File: config.mk
export PLATFORM = sky130hd
export DESIGN_NAME = fetch_unit
export DESIGN_NICKNAME = d
export VERILOG_FILES = /design/src/rtl/cpu_pkg.sv /design/src/rtl/sync_fifo.sv /design/src/rtl/fetch_unit.sv
export SDC_FILE = /design/constraint.sdc
export NUM_CORES = 1
export LEC_CHECK = 0
export ABC_AREA = 1
export CORE_ASPECT_RATIO = 1.4
export CORE_MARGIN = 1.5
export CORE_UTILIZATION = 51
export CTS_CLUSTER_SIZE = 24
export DETAILED_ROUTE_END_ITERATION = 12
export PLACE_DENSITY_LB_ADDON = 0.2
export SLEW_MARGIN = 10
export SYNTH_ARGS = -nofsm -noshare
export SYNTH_HDL_FRONTEND = slang
export SYNTH_SLANG_ARGS = --single-unit
File: constraint.sdc
create_clock -name clk -period 3.2 [get_ports clk]
set_input_delay 0.32 -clock clk [delete_from_list [all_inputs] [get_ports clk]]
set_output_delay 0.32 -clock clk [all_outputs]
set_load 0.02 [all_outputs]
File: src/rtl/cpu_pkg.sv
// Shared CPU definitions: default datapath widths, opcode encodings and the
// canonical no-op word.
package cpu_pkg;

    localparam int DEFAULT_ADDR_W = 11;
    localparam int DEFAULT_DATA_W = 32;

    // Opcode lives in instr[31:29]
    localparam logic [2:0] LOAD     = 3'b111;
    localparam logic [2:0] STORE    = 3'b110;
    localparam logic [2:0] BRANCH   = 3'b101;
    localparam logic [2:0] ADD      = 3'b100;
    localparam logic [2:0] SUBTRACT = 3'b011;
    localparam logic [2:0] AND      = 3'b010;
    localparam logic [2:0] OR       = 3'b001;
    localparam logic [2:0] NOOP     = 3'b000;

    localparam logic [31:0] NOOP_INSTR = 32'h0;

endpackage

File: src/rtl/sync_fifo.sv
// Single-clock FIFO with synchronous flush; simultaneous push and pop are
// both honoured, including push into a full FIFO that is popping.
module sync_fifo #(
    parameter int WIDTH = 8,
    parameter int DEPTH = 4,
    localparam int PTR_W = $clog2(DEPTH),
    localparam int CNT_W = $clog2(DEPTH + 1)
) (
    input  logic             clk,
    input  logic             reset,
    input  logic             flush,
    input  logic             push,
    input  logic             pop,
    input  logic [WIDTH-1:0] wdata,
    output logic [WIDTH-1:0] rdata,
    output logic             full,
    output logic             empty,
    output logic [CNT_W-1:0] count
);

    logic [WIDTH-1:0] mem [DEPTH];
    logic [PTR_W-1:0] wr_ptr;
    logic [PTR_W-1:0] rd_ptr;
    logic             do_push;
    logic             do_pop;

    function automatic logic [PTR_W-1:0] next_ptr(input logic [PTR_W-1:0] ptr);
        return (ptr == PTR_W'(DEPTH - 1)) ? '0 : ptr + 1'b1;
    endfunction

    assign full    = (count == CNT_W'(DEPTH));
    assign empty   = (count == '0);
    assign do_pop  = pop && !empty;
    assign do_push = push && (!full || do_pop);
    assign rdata   = mem[rd_ptr];

    // NOTE: non-blocking assignments so every register samples pre-edge values.
    always_ff @(posedge clk) begin
        if (reset || flush) begin
            wr_ptr <= '0;
            rd_ptr <= '0;
            count  <= '0;
        end else begin
            if (do_push) wr_ptr <= next_ptr(wr_ptr);
            if (do_pop)  rd_ptr <= next_ptr(rd_ptr);
            count <= count + CNT_W'(do_push) - CNT_W'(do_pop);
        end
    end

    // NOTE: storage is not reset; count/pointers alone define which entries are valid.
    always_ff @(posedge clk) begin
        if (do_push) mem[wr_ptr] <= wdata;
    end

endmodule

File: src/rtl/fetch_unit.sv
// Instruction fetch stage: issues word reads to instruction memory, buffers
// responses with their PC, and hands them to decode; redirects flush and drop.
module fetch_unit
    import cpu_pkg::*;
#(
    parameter int                ADDR_W          = DEFAULT_ADDR_W,
    parameter int                DATA_W          = DEFAULT_DATA_W,
    parameter int                FIFO_DEPTH      = 4,
    parameter int                MAX_OUTSTANDING = 2,
    parameter logic [ADDR_W-1:0] RESET_PC        = '0
) (
    input  logic              clk,
    input  logic              reset,
    output logic              imem_req,
    output logic [ADDR_W-1:0] imem_addr,
    input  logic              imem_gnt,
    input  logic              imem_rvalid,
    input  logic [DATA_W-1:0] imem_rdata,
    input  logic              redirect_valid,
    input  logic [ADDR_W-1:0] redirect_addr,
    output logic              instr_valid,
    output logic [DATA_W-1:0] instr,
    output logic [ADDR_W-1:0] instr_pc,
    input  logic              instr_ready
);

    localparam int FIFO_W = ADDR_W + DATA_W;
    localparam int FCNT_W = $clog2(FIFO_DEPTH + 1);
    localparam int OCNT_W = $clog2(MAX_OUTSTANDING + 1);

    logic [ADDR_W-1:0] fetch_pc;
    logic [OCNT_W-1:0] live;
    logic [OCNT_W-1:0] drop;
    logic              issue;
    logic              rsp_drop;
    logic              rsp_live;

    logic [FIFO_W-1:0] fifo_rdata;
    logic [FCNT_W-1:0] fifo_count;
    logic              fifo_full;
    logic              fifo_empty;
    logic              fifo_pop;

    logic [ADDR_W-1:0] pcq_head;
    logic [OCNT_W-1:0] pcq_count;
    logic              pcq_full;
    logic              pcq_empty;
    logic              pcq_pop;

    // NOTE: every always_comb output gets a default first so no latch is inferred.
    always_comb begin
        imem_req = 1'b0;
        rsp_drop = 1'b0;
        rsp_live = 1'b0;
        if (!reset) begin
            imem_req = !redirect_valid
                    && (int'(fifo_count) + int'(live) < FIFO_DEPTH)
                    && (int'(live) + int'(drop) < MAX_OUTSTANDING);
            // Stale reads are always older than live ones, so drops are consumed first
            rsp_drop = imem_rvalid && (drop != '0 || (redirect_valid && live != '0));
            rsp_live = imem_rvalid && !redirect_valid && drop == '0 && live != '0;
        end
    end

    assign imem_addr = reset ? RESET_PC : fetch_pc;
    assign issue     = imem_req && imem_gnt;
    assign pcq_pop   = rsp_drop || rsp_live;

    always_ff @(posedge clk) begin
        if (reset) begin
            fetch_pc <= RESET_PC;
            live     <= '0;
            drop     <= '0;
        end else if (redirect_valid) begin
            fetch_pc <= redirect_addr;
            live     <= '0;
            drop     <= drop + live + OCNT_W'(issue) - OCNT_W'(rsp_drop);
        end else begin
            if (issue) fetch_pc <= fetch_pc + 1'b1;
            live <= live + OCNT_W'(issue) - OCNT_W'(rsp_live);
            drop <= drop - OCNT_W'(rsp_drop);
        end
    end

    // Tracks the PC of every granted read, live or marked for drop
    sync_fifo #(.WIDTH(ADDR_W), .DEPTH(MAX_OUTSTANDING)) u_pc_queue (
        .clk   (clk),
        .reset (reset),
        .flush (1'b0),
        .push  (issue),
        .pop   (pcq_pop),
        .wdata (fetch_pc),
        .rdata (pcq_head),
        .full  (pcq_full),
        .empty (pcq_empty),
        .count (pcq_count)
    );

    assign fifo_pop = instr_valid && instr_ready;

    sync_fifo #(.WIDTH(FIFO_W), .DEPTH(FIFO_DEPTH)) u_prefetch (
        .clk   (clk),
        .reset (reset),
        .flush (redirect_valid),
        .push  (rsp_live),
        .pop   (fifo_pop),
        .wdata ({pcq_head, imem_rdata}),
        .rdata (fifo_rdata),
        .full  (fifo_full),
        .empty (fifo_empty),
        .count (fifo_count)
    );

    assign instr_valid = !reset && !fifo_empty;
    assign instr       = instr_valid ? fifo_rdata[DATA_W-1:0] : DATA_W'(NOOP_INSTR);
    assign instr_pc    = instr_valid ? fifo_rdata[FIFO_W-1 -: ADDR_W] : '0;

    a_rvalid_expected: assert property (@(posedge clk) disable iff (reset)
        imem_rvalid |-> (live != '0 || drop != '0));
    a_fifo_room: assert property (@(posedge clk) disable iff (reset)
        !(rsp_live && fifo_full && !fifo_pop));
    a_pcq_tracks: assert property (@(posedge clk) disable iff (reset)
        int'(pcq_count) == int'(live) + int'(drop));
    a_pcq_no_overflow: assert property (@(posedge clk) disable iff (reset)
        !(issue && pcq_full));
    a_pcq_no_underflow: assert property (@(posedge clk) disable iff (reset)
        !(pcq_pop && pcq_empty));

endmodule

==> impl_metrics.ini, run 1 <==
[run_status]
status = complete, no violations

[setup_path]
required_ns = 2.88
cp-start-kind = flop
worstPathArrival_ns = 2.65
worstRegToRegCells = 13
r2r_slack_ns = 0.68
r2r-end = live[1]$_SDFF_PP0_
cp-endpoint = instr[2]
crit_chain = inv_2, buf_4, o21ai_0, a21oi_1, clkdlybuf4s50_1
slowest_delay_ns = 0.56
critPathKind = reg -> out
worstSetupEndpointType = output port
timing.rr.start = live[0]$_SDFF_PP0_
crit_path_top_delay_cell = dfxtp_2
cp_max_fo = 20

[synth]
ys_top_cells_by_count = nor2_1 (226), edfxtp_1 (194), o21ai_0 (93), nand2_1 (64), inv_1 (55)
synth_flop_cell = edfxtp_1
synthMuxAreaShare_pct = 1.33
ys_seq_area_share_pct = 68.8
synth-seq-cells = 223
synth-xor-area-share_pct = 1.03
synth.top_cell.area_share_pct = 62.6
synth_compound_area_share_pct = 8.26
syn_area_sq_um = 9310
synthMostInstantiatedCell = nor2_1
postSynthCellCount = 835
synth_edf_count = 194
yosys.area.top_type = edfxtp_1
synth-simple-area-share_pct = 13.7
synth_nets = 902
async_reset_ff_share_pct = 0
synth-adder-area-share_pct = 2.66
yosys_warnings = 0
syn_avg_cell_area_sq_um = 11.2
synth_top_family_by_area = simple AND/OR/NAND/NOR gates
synth.distinct_cells = 28
synth_area_leaders = edfxtp_1 (63%), nor2_1 (9.1%), dfxtp_1 (6.2%), o21ai_0 (5.0%), a21oi_1 (2.7%)

[global_route]
antenna_found_initial = 0
grt_pass1_vias = 6050
gr-usage-all-layers_pct = 20.5
gr-total-overflow = 0
grt_max_degree = 51
grt_pass1_wl_microns = 30100

[timing]
finalHoldViolations = 0
skew_ns = 0.0186
worst_pin_slew_ns = 0.578
fmax_mhz = 337
slew_headroom_pct = 61.5
finalSetupViolCount = 0
rsz0062_at_grt = false
period_share_pct = 92.7
slew_violations = 0
layout_min_cycle_time_ns = 2.97
fin_setup_tns_ns = 0

[cells_and_area]
insertedDiodeCount = 0
fin_area_sq_um = 11500
fin_nets = 1012
drive_above_1_share_pct = 8.14
fin_cells = 1198
multi_input_area_sq_um = 2540
area_growth_pct = 23.3
regArea_sq_um = 6410
fillerInstances = 1409

[clock_tree]
cts_buffers = 22
cts-root-buf = clkbuf_16
path_clk_slew_ns = 0.06
ctsHoldBuffers = 0
cts_setup_buffers = 0
worstSkewPairLatency_ns = 0.51
h-tree-depth = 1
cts.repair.resized = 0
clockBufferDepth = 3
numClockSinks = 223
cts_tree = yes

[place]
place.gp.congestion = 0.865
placed_cells = 1161
numPortBuffers = 104
dpl_cell_area_sq_um = 10700
hpwl_microns = 11700

[floorplanning]
initial_core_util_pct = 52.0
die_width_microns = 117
design.die.area_sq_um = 19100
top_level_ports = 105
core-area_sq_um = 17900
fp-row-count = 58
dieHeight_microns = 163

[detailed_routing]
wl_microns = 19000
drt-initial-drc-count = 448
firstDrtPassIters = 5
vias = 6116
routedWlPerCell_microns = 15.9
antenna_left = 0
via_per_inst = 5.11
drc = 0

[run]
max_cap_viol_count = 0

[pwr]
vdd_drop_max_mv = 0.294
power.total_mw = 6.02
p_per_area_nw_per_um2 = 524
p_leak_nw = 4.21

[min_path]
min_path_type = in -> reg
==> cell type report <==
| cell class | instances | area share (%) |
|---|---|---|
| clock buffers | 26 | 5.11 |
| clock inverters | 11 | 1.29 |
| inverters | 61 | 1.99 |
| multi-input cells | 513 | 22.1 |
| flip-flops and latches | 223 | 55.8 |
| well taps | 240 | 2.62 |
| repair buffers | 124 | 11.0 |
==> worst max-delay path, delay by kind of cell (launching register included) <==
kind | cells | cell delay (ns)
AO/OA/AOI/OAI | 2 | 0.51
flip-flops | 1 | 0.56
buffers and inverters | 3 | 1.06
==> power breakdown <==
| part | internal (mW) | total (mW) | switching, mW |
|---|---|---|---|
| logic | 0.108 | 0.221 | 0.112 |
| clock network | 1.56 | 2.59 | 1.03 |
| registers | 3.18 | 3.20 | 0.0257 |
| total | 4.84 | 6.02 | 1.17 |
==> cell families after synthesis <==
family,count (synthesis)
multiplexers,11
flip-flops,223
AND/OR/NAND/NOR,322
AO/OA/AOI/OAI,151
buffers and inverters,99
XOR/XNOR,11
adder cells (fa/ha/maj),18
==> layer usage <==
layer	global-route usage, %	vias to the layer above	wire (microns)
met3	3.72	30	1090
met2	37.8	158	10100
met1	23.8	2867	7430
met4	6.46	0	421
met5	0	-	0
li1	-	3061	-
==> worst min-delay path by stage <==
stage,startpoint,to,slack (ns),cells after the start
2_1_floorplan,imem_rdata[0],u_prefetch.mem[0][0]$_DFFE_PP_,0.42,0
3_3_place_gp,u_pc_queue.count[1]$_SDFF_PP0_,u_pc_queue.count[1]$_SDFF_PP0_,0.46,1
3_5_place_dp,u_pc_queue.count[1]$_SDFF_PP0_,u_pc_queue.count[1]$_SDFF_PP0_,0.47,1
4_1_cts,imem_rdata[8],u_prefetch.mem[3][8]$_DFFE_PP_,0.44,1
5_1_grt,imem_rdata[13],u_prefetch.mem[3][13]$_DFFE_PP_,0.44,1
6_report,imem_rdata[21],u_prefetch.mem[3][21]$_DFFE_PP_,0.45,1
==> flip-flops by register name, summed over array words and instances (netlist names), named ones only <==
signal and count:
drop 2, u_pc_queue.count 2, u_pc_queue.wr_ptr 1, u_prefetch.wr_ptr 2, u_prefetch.mem 172, u_pc_queue.mem 22
live 2, u_pc_queue.rd_ptr 1, u_prefetch.count 3, u_prefetch.rd_ptr 2, fetch_pc 11
==> cells in the final DEF, fill, tap and decap left out, drive strengths merged <==
cell and instances:
buf 20, fa 3, bufinv 3, xor2 6, nand4 7, o211a 1, a21oi 52, clkbuf 26
nor2 229, nand2 65, ha 15, inv 58, dfxtp 29, edfxtp 194, o21ai 96, mux2 11
a21boi 2, or2 1, nand3 20, clkinv 11, clkdlybuf4s50 104, xnor2 5
==> through the flow <==
stage / hold WS [ns] / utilization, % / setup WS [ns]
3_3_place_gp: 0.459 / 59.9 / 0.620
6_report: 0.446 / 64.0 / 0.232
3_5_place_dp: 0.470 / 59.9 / 0.542
2_1_floorplan: 0.419 / - / -0.129
4_1_cts: 0.436 / 64.0 / 0.170
5_1_grt: 0.443 / 64.0 / 0.117
No activity file was read; power rests on OpenSTA's default activity.
==> inputs of run 2 (changes only) <==
- CORE_UTILIZATION: 51 -> 58
- PLACE_DENSITY: not set -> 0.82
- PLACE_DENSITY_LB_ADDON: 0.2 -> not set
- clock period: 3.2 -> 3.6 ns (I/O delays scaled with it)
==> run 2 against run 1 <==
- cell count is 4.3% lower
- cell area shrank 1.6%
- register-to-register slack gained 0.26 ns
- die area is 12% lower
- worst hold slack improved by 0.044 ns
- global-route usage rose by 1.8 points
- critical path depth stayed put
- utilization increased by 8.0 points
- sequential share of layout area up 0.91 points
- critical path type unchanged
- highest routed layer unchanged
==> impl_metrics.ini, run 2 (synthesis gave the netlist of run 1 again) <==
[cells_and_area]
drive_above_1_share_pct = 7.17
top_register = u_prefetch.mem
fin_cells = 1146
largest_reg_flops = 172
fin_nets = 1003
area_growth_pct = 21.3
top_regs = u_prefetch.mem x172, u_pc_queue.mem x22, fetch_pc x11
final_common_cell = nor2_1
final_cell_mix = nor2_1 (222), edfxtp_1 (194), clkdlybuf4s50_1 (104)

[setup_path]
cp-start-kind = flop
timing.rr.start = live[0]$_SDFF_PP0_
crit_cells = 5
required_ns = 3.24
crit_chain = inv_2, buf_4, o21ai_0, a21oi_1, clkdlybuf4s50_1
worstPathArrival_ns = 2.93
r2r-end = live[1]$_SDFF_PP0_
cp_max_fo = 47
critPathKind = reg -> out
path_buf_inv = 3
path_delay_family = flip-flops
cp-endpoint = instr_pc[7]
slowest_delay_ns = 0.96
worstRegToRegCells = 14
crit_path_top_delay_cell = dfxtp_2
worstSetupEndpointType = output port
r2r_slack_ns = 0.94

[place]
placed_cells = 1110
numPortBuffers = 104
hpwl_microns = 10900
place.gp.congestion = 0.882

[floorplanning]
dieHeight_microns = 153
fp-row-count = 54
die_width_microns = 110
design.die.area_sq_um = 16800
core-area_sq_um = 15700
top_level_ports = 105
initial_core_util_pct = 59.4

[global_route]
antenna_found_initial = 1
gr-usage-all-layers_pct = 22.3
grt_pass1_vias = 6056
gr-total-overflow = 0
grt_pass1_wl_microns = 28700
grt_max_degree = 51

[timing]
worst_pin_slew_ns = 0.953
holdWs_ns = 0.490
fin_setup_tns_ns = 0
fmax_mhz = 304
slew_headroom_pct = 36.5
rsz0062_at_grt = false
layout_min_cycle_time_ns = 3.29
finalSetupViolCount = 0
skew_ns = 0.00924
finalHoldViolations = 0
period_share_pct = 91.3
slew_violations = 0

[clock_tree]
cts.repair.resized = 0
numClockSinks = 223
cts_setup_buffers = 0
h-tree-depth = 1
cts_tree = yes
clockBufferDepth = 3
worstSkewPairLatency_ns = 0.49
path_clk_slew_ns = 0.07
cts-root-buf = clkbuf_16
ctsHoldBuffers = 0
cts_buffers = 20

[detailed_routing]
drc = 0
wl_microns = 18400
firstDrtPassIters = 5
routedWlPerCell_microns = 16.0
antenna_left = 0
vias = 6176
drt-initial-drc-count = 301
via_per_inst = 5.39

[run]
max_cap_viol_count = 0

[run_status]
status = complete, no violations

[min_path]
min_path_type = in -> reg
hp-start = imem_rdata[26]

[pwr]
p_leak_nw = 4.13
p_per_area_nw_per_um2 = 459
vdd_drop_max_mv = 0.382
run 2: metal layers:
metal | wire length (microns) | GRT usage [%] | up-vias
met5 | 0 | 0 | -
met4 | 494 | 8.91 | 0
met3 | 1010 | 3.62 | 40
met2 | 9990 | 41.9 | 188
met1 | 6870 | 24.2 | 2907
li1 | - | - | 3041
run 2: power by group:
group          internal, mW  switching (mW)
Clock                  1.28           0.861
Sequential             2.83          0.0215
Combinational        0.0949           0.100
Total                  4.20           0.983
run 2: area by class of cell:
type                            count  area, sq um
Sequential cell                   223         6410
Fill cell                        1058         4380
Multi-Input combinational cell    513         2540
Timing Repair Buffer              117         1200
Clock buffer                       24          537
Tap cell                          196          245
Inverter                           61          229
Clock inverter                     11          133
Antenna cell                        1         2.50
run 2: how the worst min path moves through the flow:
| stage | depth (start not counted) | slack (ns) | endpoint |
|---|---|---|---|
| after detailed placement | 1 | 0.48 | u_pc_queue.count[1]$_SDFF_PP0_ |
| after global placement | 1 | 0.46 | u_pc_queue.count[1]$_SDFF_PP0_ |
| after global routing | 1 | 0.49 | u_prefetch.mem[3][9]$_DFFE_PP_ |
| after floorplan | 1 | 0.44 | u_pc_queue.count[1]$_SDFF_PP0_ |
| after CTS | 1 | 0.48 | u_prefetch.mem[1][26]$_DFFE_PP_ |
| final | 1 | 0.49 | u_prefetch.mem[1][26]$_DFFE_PP_ |
run 2: stage by stage:
| step | utilization (%) | cell area, sq um | power (mW) | worst slack [ns] |
|---|---|---|---|---|
| floorplan | - | 9310 | 2.99 | 0.271 |
| global route | 72.1 | 11300 | 5.34 | 0.145 |
| global placement | 67.8 | 10600 | 3.09 | 0.675 |
| detailed placement | 67.8 | 10600 | 3.10 | 0.636 |
| CTS | 72.1 | 11300 | 5.21 | 0.283 |
| finish | 72.1 | 11300 | 5.19 | 0.314 |
==> RTL change 1, RTL diff (flow settings as in run 2) <==
Set the parameter `FIFO_DEPTH` to 8 (it was 4).
--- a/src/rtl/fetch_unit.sv
+++ b/src/rtl/fetch_unit.sv
@@ -7,3 +7,3 @@
     parameter int                DATA_W          = DEFAULT_DATA_W,
-    parameter int                FIFO_DEPTH      = 4,
+    parameter int                FIFO_DEPTH      = 8,
     parameter int                MAX_OUTSTANDING = 2,
Formal check against the unedited RTL: not equivalent (Yosys sat finds a counterexample within 10 cycles, from zero or initial values and one cycle with reset high).
==> RTL change 1 against run 2 <==
Synthesized cell count is 65% higher. Final area up 69%. Critical path depth up 1. Power grew 74%. Setup slack lost 0.066 ns. Sequential cell count is 176 higher. Area after synthesis rose by 76%. Routed wire length increased by 94%. Critical endpoint is now instr[5].
==> RTL change 1: results (changes against run 2) <==
| Metric | Value |
|---|---|
| Outcome | complete, no violations (unchanged) |
| Total GRT Usage | 24.5% (was 22.3%) |
| Post-DP Area | 18000 um^2 (was 10600 um^2) |
| Nets | 1541 (was 1003) |
| Pin count of the biggest net entering global routing | 69 (was 51) |
| Worst path slowest cell | clkdlybuf4s50_1 (was dfxtp_2) |
| Leak Pwr | 6.55 nW (was 4.13 nW) |
| Dpl hpwl | 19400 um (was 10900 um) |
| Data arrival, critical path | 2.99 ns (was 2.93 ns) |
| Placed cells | 1801 (was 1110) |
| First-pass GRT wire length | 56200 um (was 28700 um) |
| CTS Buffer Depth | 3 (unchanged) |
| Maximum vdd drop | 314 uV (was 382 uV) |
| # resized after CTS | 0 (unchanged) |
| H-tree depth | 2 (was 1) |
| GP Congestion | 0.850 (was 0.882) |
| Slowest stage delay, CP | 0.63 ns (was 0.96 ns) |
| Relative slew margins | 59.7% (was 36.5%) |
| Layout cell share with drive strength beyond 1 | 7.88% (was 7.17%) |
| Vias per cell | 5.84 (was 5.39) |
| CTS buffer count | 37 (was 20) |
| Cell family with most CP delay | buffers and inverters (was flip-flops) |
| Number of synthesized flops with an enable pin | 366 (was 194) |
| Initial drt markers | 914 (was 301) |
| ANT cells | 0 (was 1) |
| CP Max Fanout | 40 (was 47) |
| Min-Delay Path Depth | 5 (was 1) |
| Synth top area cells | edfxtp_1 (67%), nor2_1 (8.0%), o21ai_0 (7.5%) (was edfxtp_1 (63%), nor2_1 (9.1%), dfxtp_1 (6.2%)) |
| Cell variety after synth | 39 (was 28) |
| Worst Skew | 0.0219 ns (was 0.00924 ns) |
| Syn Nets | 1445 (was 902) |
| Port-buffer cells | 104 (unchanged) |
| Dpl ws | 0.730 ns (was 0.636 ns) |
| Commonest cells in the netlist | edfxtp_1 (366), nor2_1 (349), o21ai_0 (245), nand2_1 (74), inv_1 (48) (was nor2_1 (226), edfxtp_1 (194), o21ai_0 (93), nand2_1 (64), inv_1 (55)) |
| Sw Ratio | 19.7% (was 19.0%) |
| WL final | 35700 um (was 18400 um) |
| Wire per inst | 19.1 um (was 16.0 um) |
| Fillcell total | 1848 (was 1058) |
| Drt pass-1 iters | 6 (was 5) |
| CTS clk-pin slew, worst paths | approximately 0.06 ns |
| Vias in the first global route | 10900 (was 6056) |
| Ys Warns | 0 (unchanged) |
| Sequential area share after synthesis | 71.2% (was 68.8%) |
| Initial antenna violation count | 0 (was 1) |
| Insertion delay to the later sink of the worst-skew pair | 0.54 ns (was 0.49 ns) |
| R2R depth | 10 (was 14) |
| Synthesized area per cell | 11.9 um^2 (was 11.2 um^2) |
| Largest regs | u_prefetch.mem (344), u_pc_queue.mem (22), fetch_pc (11) (was u_prefetch.mem (172), u_pc_queue.mem (22), fetch_pc (11)) |
==> RTL change 1: changes by cell type after synthesis, sizes merged, moves of 6 or more <==
cell	run 2	this run
edfxtp	194	366
buf	15	43
nor2	229	350
inv	58	52
clkbuf	23	34
a31oi	0	44
o21ai	96	272
nand3	20	32
a21oi	52	13
nand2	65	80
==> RTL change 1: power by group through the flow <==
stage	sequential, mW	clock (mW)	combinational, mW
5_1_grt	5.09	3.91	0.258
3_3_place_gp	5.19	0	0.225
3_5_place_dp	5.19	0	0.233
6_report	5.09	3.71	0.236
2_1_floorplan	5.19	0	0.112
4_1_cts	5.09	3.74	0.236
==> RTL change 1: cell type report <==
class / count / area [um^2] / share of cell area (%)
timing repair buffer: 134 / 1420 / 7.44
clock buffer: 48 / 988 / 5.18
clock inverter: 19 / 150 / 0.786
sequential: 399 / 11700 / 61.1
multi-input combinational: 843 / 4190 / 21.9
inverter: 55 / 224 / 1.17
tap: 370 / 463 / 2.42
==> RTL change 1: final timing paths <==
path	startpoint	end	slack (ns)
max	flip-flop	instr[5]	0.25
max reg2reg	u_prefetch.count[2]	u_prefetch.mem[6][4]	0.81
min reg2reg	u_pc_queue.count[1]	u_pc_queue.count[1]	0.46
min	redirect_addr[9]	fetch_pc[9]	0.46
==> RTL change 1: layer usage <==
metal	vias to the layer above	track usage [%]	wire, um
met2	526	42.9	18600
met5	-	0	0
met3	97	4.15	2700
met1	5245	29.9	13200
met4	0	10.4	1080
li1	5049	-	-
==> RTL change 1: logic make-up after synthesis <==
family	count (synthesis)	share of synthesized area (%)
xor gates and xnor gates	8	0.428
AOI/OAI and AO/OA	331	10.7
muxes	11	0.757
DFF	399	71.2
and+or+nand+nor	471	11.6
buffers and inverters	132	3.57
adders and majority gates	22	1.82
==> RTL change 2, RTL diff (flow settings as in run 2) <==
Without the edit above. Reset style: asynchronous (`reset`), changed in one clocked block.
--- a/src/rtl/fetch_unit.sv
+++ b/src/rtl/fetch_unit.sv
@@ -68,3 +68,3 @@
 
-    always_ff @(posedge clk) begin
+    always_ff @(posedge clk or posedge reset) begin
         if (reset) begin
Function: same outputs for any inputs over 4 cycles, from zero or initial values and one cycle with reset high; that may be too few to reach the edited logic, so the function may still have changed.
==> RTL change 2 against run 2 <==
Highest routed layer unchanged. Critical path type unchanged. Area after synthesis barely moved. Critical endpoint is now instr_pc[10]. Setup slack improved by 0.086 ns. Sequential cell count did not move. First-iteration DRC count rose by 43%. Final area fell by 0.96%. Routed wire length fell by 1.7%.
Power is not compared: it rests on default switching activity, and its combinational part moved more than twofold at a synthesized area within 25%.
==> RTL change 2: results (changes against run 2) <==
| Metric | Value |
|---|---|
| Outcome | complete, no violations (unchanged) |
| Layout cell share with drive strength beyond 1 | 8.78% (was 7.17%) |
| Syn Nets | 864 (was 902) |
| GP Congestion | 0.816 (was 0.882) |
| Slowest stage delay, CP | 0.67 ns (was 0.96 ns) |
| Vias per cell | 5.42 (was 5.39) |
| Min-Delay Startpoint | redirect_addr[6] (was imem_rdata[26]) |
| CTS Root Cell | clkbuf_16 (unchanged) |
| Maximum vdd drop | approximately 460 uV |
| ANT cells | 0 (was 1) |
| Ys async rst share | 6.73% (was 0%) |
| Relative slew margins | 33.6% (was 36.5%) |
| Nets | 965 (was 1003) |
| First-pass GRT wire length | 28800 um (was 28700 um) |
| Pin count of the biggest net entering global routing | 87 (was 51) |
| Initial antenna violation count | 0 (was 1) |
| Worst path slowest cell | buf_4 (was dfxtp_2) |
| Placed cells | 1072 (was 1110) |
| Synthesized area per cell | 11.7 um^2 (was 11.2 um^2) |
| Dpl hpwl | 10800 um (was 10900 um) |
| Fillcell total | 1083 (was 1058) |
| Total GRT Usage | 22.1% (was 22.3%) |
| Commonest cells in the netlist | nor2_1 (214), edfxtp_1 (194), o21ai_0 (83), nand2_1 (48), a21oi_1 (46) (was nor2_1 (226), edfxtp_1 (194), o21ai_0 (93), nand2_1 (64), inv_1 (55)) |
| FF-to-FF setup slack | 1.10 ns (was 0.94 ns) |
| Wire per inst | 16.3 um (was 16.0 um) |
| Worst Skew | 0.0135 ns (was 0.00924 ns) |
| CP Max Fanout | 86 (was 47) |
| Initial drt markers | 429 (was 301) |
| Port-buffer cells | 104 (unchanged) |
| Data arrival, critical path | 2.84 ns (was 2.93 ns) |
| # resized after CTS | 0 (unchanged) |
| Synth top area cells | edfxtp_1 (62%), nor2_1 (8.6%), o21ai_0 (4.5%) (was edfxtp_1 (63%), nor2_1 (9.1%), dfxtp_1 (6.2%)) |
| Worst hold slack | 0.438 ns (was 0.490 ns) |
| RR Endpoint | u_pc_queue.mem[1][4] (was live[1]) |
| Min-Delay Path Depth | 3 (was 1) |
| R2R depth | 9 (was 14) |
| Cell variety after synth | 35 (was 28) |
| Hold EP | fetch_pc[6] (was u_prefetch.mem[1][26]) |
| Critical R2R Launch | live[0] (unchanged) |
| WL final | 18100 um (was 18400 um) |
| Sequential area share after synthesis | 69.5% (was 68.8%) |
| Cell family with most CP delay | buffers and inverters (was flip-flops) |
-- RTL change 2: cell type report --
type | count | area, um^2 | share of cell area (%)
Multi-Input combinational cell | 486 | 2490 | 22.2
Clock buffer | 26 | 554 | 4.95
Clock inverter | 9 | 92.6 | 0.828
Sequential cell | 223 | 6480 | 58.0
Tap cell | 196 | 245 | 2.19
Inverter | 50 | 188 | 1.68
Timing Repair Buffer | 117 | 1140 | 10.2
-- RTL change 2: worst max-delay path by stage --
stage / to / from / depth (start not counted)
4_1_cts: instr_pc[6] / flip-flop / 6
2_1_floorplan: u_prefetch.mem[0][0] / reset / 6
5_1_grt: instr_pc[10] / flip-flop / 6
3_3_place_gp: u_prefetch.count[2] / reset / 12
6_report: instr_pc[10] / flip-flop / 6
3_5_place_dp: u_prefetch.count[2] / reset / 12
-- RTL change 2: cell families after synthesis --
kind of cell,count (synthesis),synth area share (%)
simple gates,294,12.7
flops,223,69.5
compound gates,151,8.52
buf+inv,88,4.12
fa+ha+maj,18,2.66
xor+xnor,12,1.13
mux,11,1.33
-- RTL change 2: metal layers --
layer | GRT usage [%] | wire length [um]
met4 | 9.16 | 704
met2 | 40.1 | 9580
met5 | 0 | 0
met1 | 25.9 | 6980
met3 | 2.64 | 791
-- RTL change 2: power groups by stage --
stage	registers [mW]	clock network, mW	logic, mW
global placement	2.99	0	0.383
finish	2.94	2.09	0.399
CTS	2.94	2.12	0.401
detailed placement	2.99	0	0.396
floorplan	2.97	0	0.249
global route	2.95	2.23	0.446
-- RTL change 2: per-stage QoR --
step,worst slack [ns],area (um^2),power (mW)
3_3_place_gp,0.885,10500,3.37
6_report,0.400,11200,5.42
4_1_cts,0.409,11200,5.45
5_1_grt,0.203,11200,5.62
3_5_place_dp,0.837,10500,3.39
2_1_floorplan,0.409,9320,3.22
-- RTL change 2: worst reg2reg max path: cells and delay by family, from the launching register on --
family	cells	cell delay [ns]
fa+ha+maj	1	0.43
buf+inv	3	0.63
flops	1	0.46
simple gates	5	0.64
